$ cat src/rtl/alu_exec_unit.sv
// Execution ALU: single-cycle ops return next cycle; MUL is an iterative shift-add
// multiplier with a fixed WIDTH-cycle busy window and a one-cycle done pulse.
module alu_exec_unit #(
  parameter int unsigned WIDTH = 32
) (
  input  logic             clk_i,
  input  logic             rst_i,
  input  logic             start_i,
  input  logic [3:0]       ctrl_i,
  input  logic [WIDTH-1:0] src1_i,
  input  logic [WIDTH-1:0] src2_i,
  input  logic [4:0]       shamt_i,
  output logic [WIDTH-1:0] result_o,
  output logic             zero_o,
  output logic             busy_o,
  output logic             done_o
);

  localparam logic [0:0] StIdle   = 1'b0;
  localparam logic [0:0] StMulRun = 1'b1;

  localparam logic [3:0] CtrlAnd  = 4'b0000;
  localparam logic [3:0] CtrlOr   = 4'b0001;
  localparam logic [3:0] CtrlAdd  = 4'b0010;
  localparam logic [3:0] CtrlSub  = 4'b0110;
  localparam logic [3:0] CtrlSlt  = 4'b0111;
  localparam logic [3:0] CtrlSra  = 4'b1000;
  localparam logic [3:0] CtrlSrav = 4'b1001;
  localparam logic [3:0] CtrlMul  = 4'b1011;
  localparam logic [3:0] CtrlBne  = 4'b1100;

  localparam int unsigned CntW = $clog2(WIDTH);
  localparam logic [CntW-1:0] CntLast = CntW'(WIDTH - 1);

  logic [0:0]       state_q;
  logic [CntW-1:0]  count_q;
  logic [WIDTH-1:0] mcand_q, mplier_q, product_q;
  logic [WIDTH-1:0] result_q;
  logic             zero_q, done_q;

  logic [WIDTH-1:0] alu_res;
  logic             alu_zero;
  logic [WIDTH-1:0] prod_next;

  always_comb begin
    alu_res = '0;
    case (ctrl_i)
      CtrlAnd:  alu_res = src1_i & src2_i;
      CtrlOr:   alu_res = src1_i | src2_i;
      CtrlAdd:  alu_res = src1_i + src2_i;
      CtrlSub:  alu_res = src1_i - src2_i;
      CtrlSlt:  alu_res = {{(WIDTH-1){1'b0}}, (src1_i < src2_i)};
      CtrlSra:  alu_res = WIDTH'($signed(src2_i) >>> shamt_i);
      CtrlSrav: alu_res = WIDTH'($signed(src2_i) >>> src1_i[4:0]);
      CtrlBne:  alu_res = src1_i - src2_i;
      default:  alu_res = '0;
    endcase
    // BNE inverts the flag so branch-taken is zero_o for both BEQ and BNE.
    alu_zero = (ctrl_i == CtrlBne) ? (alu_res != '0) : (alu_res == '0);
  end

  assign prod_next = product_q + (mplier_q[0] ? mcand_q : '0);

  always_ff @(posedge clk_i) begin
    if (rst_i) begin
      state_q   <= StIdle;
      count_q   <= '0;
      mcand_q   <= '0;
      mplier_q  <= '0;
      product_q <= '0;
      result_q  <= '0;
      zero_q    <= 1'b0;
      done_q    <= 1'b0;
    end else begin
      done_q <= 1'b0;
      case (state_q)
        StIdle: begin
          if (start_i) begin
            if (ctrl_i == CtrlMul) begin
              mcand_q   <= src1_i;
              mplier_q  <= src2_i;
              product_q <= '0;
              count_q   <= '0;
              state_q   <= StMulRun;
            end else begin
              result_q <= alu_res;
              zero_q   <= alu_zero;
              done_q   <= 1'b1;
            end
          end
        end
        StMulRun: begin
          product_q <= prod_next;
          mcand_q   <= mcand_q << 1;
          mplier_q  <= mplier_q >> 1;
          count_q   <= count_q + 1'b1;
          if (count_q == CntLast) begin
            result_q <= prod_next;
            zero_q   <= (prod_next == '0);
            done_q   <= 1'b1;
            state_q  <= StIdle;
          end
        end
        default: state_q <= StIdle;
      endcase
    end
  end

  assign result_o = result_q;
  assign zero_o   = zero_q;
  assign busy_o   = (state_q == StMulRun);
  assign done_o   = done_q;

endmodule

$ cat config.mk
export PLATFORM = sky130hd
export DESIGN_NAME = alu_exec_unit
export DESIGN_NICKNAME = d
export VERILOG_FILES = /design/src/rtl/alu_exec_unit.sv
export SDC_FILE = /design/constraint.sdc
export NUM_CORES = 1
export LEC_CHECK = 0
export CORE_MARGIN = 4
export CORE_UTILIZATION = 50
export DETAILED_ROUTE_END_ITERATION = 6
export HOLD_SLACK_MARGIN = 0.06
export PLACE_DENSITY = 0.7
export SYNTH_ARGS = -nofsm -noshare
export SYNTH_HDL_FRONTEND = slang
export SYNTH_SLANG_ARGS = --single-unit
$ cat constraint.sdc
create_clock -name clk_i -period 10.3 [get_ports clk_i]
set_input_delay 2.06 -clock clk_i [delete_from_list [all_inputs] [get_ports clk_i]]
set_output_delay 2.06 -clock clk_i [all_outputs]
set_load 0.01 [all_outputs]
==> results.md <==
- Die span in x: ~180 um
- Sequential power share: 0.302
- Most used flip-flop cell after synthesis: dfxtp_1
- Max clock buf depth: 2
- Vias/cell: between 6 and 7
- Number of global-route vias before repair: roughly 16000
- Power share of the clock group: 0.359
- DR iter-0 viols: about 2100
- Least-Margin Pin Slew: roughly 1.1 ns
- PwrDens: 109 nW/um2
- Max_cap viols: 0
- Unrepaired setup endpoints after global routing: no
- Core Box Area: 29000 um2
- Cells after Synth: approximately 2200
- Crit Path Max Fanout: 40
- Slowest cell on crit path: a222oi_1
- P_leak: between 7 and 8 nW
- Most frequent cells in the layout: a21oi_1, nor2_1, nand2_1
- Synthesized net count: roughly 2400
- Clk_skew: between 0.02 and 0.025 ns
- Placed Cells: 2532
- Non-Filler Instances: around 2600
- Layout fillers: 2828
- Max-slew violations: 0
- Hold WC Path Type: reg -> reg
- DIE AREA: 32500 um2
- Hold Buf Count CTS: 0
- Fin util: 0.575
- Commonest non-fill, non-tap cell in the layout: a21oi_1
- Peak VDD IR: about 0.12 mV
- Int Power: around 1.1 mW
- Resize count post-CTS: 0
- Logic pwr share: 0.339
- # Post-CTS Setup Buffers: 0
- Antenna viol nets, final: 0
- FMAX: 139 MHz
- Register bit count reported by yosys: 136
- Clk_lat worst skew: about 0.47 ns
- Total congestion overflow: 0
- Switching power: about 0.72 mW
- Crit-path cells: clkdlybuf4s50_1, nand4bb_1, buf_4, mux2i_4, buf_4, mux2i_1, a222oi_1, and2_1, a211oi_1, a211oi_2, nand4_1, nor4b_1, and4b_1, and3_1, nand4_1, xnor2_1, a21o_1
- Placed cell area: between 15000 and 20000 um2
- Post-DR wirelength/cell: 24.9 um
- CTS tree: done
- Crit path kind: in -> reg
- # port buffers: 110
- Clk root buf: clkbuf_16
- Largest net degree at the start of global routing: 95
- CP Launch Type: input pin
- Layout cell share with drive strength beyond 1: 0.0477
- Outcome: finished with violations
- GRT Resource Usage Total: 0.376
- Clk slew on worst S/H paths: 0.07 ns
- Initial antenna violation count: 3
- Sw frac: 0.397
- Site Rows: 62
- Final wirelength: around 64000 um
- Async SR Flop Fraction: 0
- Routability Congestion: between 1 and 1.5
- Die Y: 180 um
- Number of flops mapped to enable cells by yosys: 0
- Setup crit end kind: flip-flop
- Area of the multi-input gates: 11200 um2
- Synthesized cell area: roughly 15000 um2
- Synth Warn #: 0
- Number of I/O pins: roughly 110
- Failing checks: design-rule violations
- Fin crit share: 0.699
- Total negative slack: 0 ns
- DP Wirelength: approximately 50000 um
- Max incr delay on CP: between 0.7 and 0.8 ns
- Vias: approximately 17000
- H-Tree Depth: 4
- Synth unique cells: a little under 90
- Area growth from synthesis to layout: 12.2%
- Cell area after layout: around 17000 um2
- Sequential share of the synthesized area: 0.183
- Num CTS Buffers: 17
- Final min period: ~7 ns
- Sink Count: 136
- # setup viols final: 0
- Remaining DRCs: 10
- First-pass GRT wire length: 96100 um
- Pre-antenna DRT Iters: 7
- CP required: between 10 and 15 ns
- Mean Syn Cell Area: slightly below 7 um2
- Sequential Area: between 2000 and 3000 um2
- Initial Utilization: 0.512
- Slew headroom: 0.233
- Fin. Hold Viols: 0
- Nets: between 2000 and 2500
- WP data arrival: about 7.6 ns
## state kept, by name (all words and copies together) (netlist names)
register / flops
done_o: 1
count_q: 5
product_q: 32
mplier_q: 32
busy_o: 1
mcand_q: 32
result_o: 32
zero_o: 1
## kinds of logic (layout without fill, tap and decap cells)
logic type,Yosys count,after routing,share of synthesized area
and+or+nand+nor,760,760,0.234
xor gates and xnor gates,43,43,0.0253
DFF,136,136,0.183
AOI/OAI and AO/OA,735,735,0.308
other,0,2,0
buffers and inverters,260,280,0.0697
adders and majority gates,140,140,0.119
muxes,86,86,0.0604
## per-layer routing
| layer | GRT usage | wire, um | share of wire | vias up |
|---|---|---|---|---|
| met4 | 0.221 | 4160 | 0.065 | 2 |
| met2 | 0.574 | 27600 | 0.43 | 939 |
| met3 | 0.0767 | 5990 | 0.094 | 185 |
| met1 | 0.492 | 26200 | 0.41 | 8053 |
| li1 | - | - | - | 7788 |
| met5 | 0 | 19 | 0.00030 | - |
## worst max-delay path: cells and delay by family
family                 cells  cell delay [ns]
XOR/XNOR                   1             0.19
AO/OA/AOI/OAI              4             1.29
buffers and inverters      3             1.61
AND/OR/NAND/NOR            7             1.76
multiplexers               2             0.59
## cell type report
type                            count  share of cell area
Antenna cell                        2            0.000300
Clock buffer                       17              0.0255
Inverter                          114              0.0257
Sequential cell                   136               0.163
Timing Repair Buffer              134              0.0764
Multi-Input combinational cell   1764               0.669
Clock inverter                     15              0.0105
Tap cell                          384              0.0288
## Yosys cell counts (5+ instances only)
cell | count | area, um2
nor2b_1 | 9 | 56.3
a21o_1 | 36 | 270
o21ai_1 | 6 | 30.0
or2_2 | 11 | 68.8
o211ai_1 | 26 | 195
buf_2 | 18 | 90.1
a32oi_1 | 5 | 43.8
a211oi_1 | 27 | 203
a22oi_1 | 15 | 113
a311oi_1 | 8 | 70.1
xor2_1 | 11 | 96.3
or3_1 | 7 | 43.8
ha_1 | 137 | 1710
dfxtp_1 | 136 | 2720
a221o_1 | 12 | 120
a31oi_1 | 23 | 144
or4_1 | 12 | 90.1
clkbuf_1 | 106 | 398
a221oi_1 | 13 | 114
nor3_1 | 35 | 175
buf_4 | 6 | 45.0
nor2_1 | 300 | 1130
o2111ai_1 | 8 | 70.1
xnor2_1 | 32 | 280
buf_1 | 14 | 52.6
mux2i_1 | 75 | 751
mux2_2 | 6 | 67.6
o31ai_1 | 9 | 67.6
nor4_1 | 19 | 119
nand2b_1 | 18 | 113
inv_1 | 112 | 420
nand3_1 | 53 | 265
o21bai_1 | 14 | 105
and2_1 | 36 | 225
nand4_1 | 17 | 106
o31a_1 | 5 | 43.8
and3_1 | 15 | 93.8
a21boi_0 | 6 | 45.0
nand2_1 | 202 | 758
o22ai_1 | 18 | 113
o21a_1 | 6 | 45.0
o221ai_1 | 16 | 140
a2111oi_0 | 5 | 43.8
o21ai_0 | 107 | 536
a21oi_1 | 327 | 1640
## power by group through the flow
stage / Sequential, mW / Combinational [mW] / Clock (mW)
2_1_floorplan: 0.563 / 0.357 / 0
3_3_place_gp: 0.559 / 0.588 / 0
3_5_place_dp: 0.560 / 0.588 / 0
4_1_cts: 0.548 / 0.592 / 0.658
5_1_grt: 0.549 / 0.648 / 0.681
6_report: 0.548 / 0.614 / 0.651
## path summary, 6_finish.rpt
kind                startpoint      endpoint  slack, ns  cells after the start
hold / removal    result_o[13]  result_o[13]       0.45                      2
hold reg to reg   result_o[13]  result_o[13]       0.45                      2
setup reg to reg   mplier_q[0]        zero_o       5.10                     16
setup / recovery     ctrl_i[2]        zero_o       3.10                     17
## through the flow
step	power [mW]	setup slack [ns]	hold slack, ns
3_3_place_gp	1.15	2.89	0.438
5_1_grt	1.88	2.93	0.469
2_1_floorplan	0.920	4.97	0.441
6_report	1.81	3.10	0.451
4_1_cts	1.80	3.30	0.452
3_5_place_dp	1.15	2.87	0.445
No activity file was read; power rests on OpenSTA's default activity.
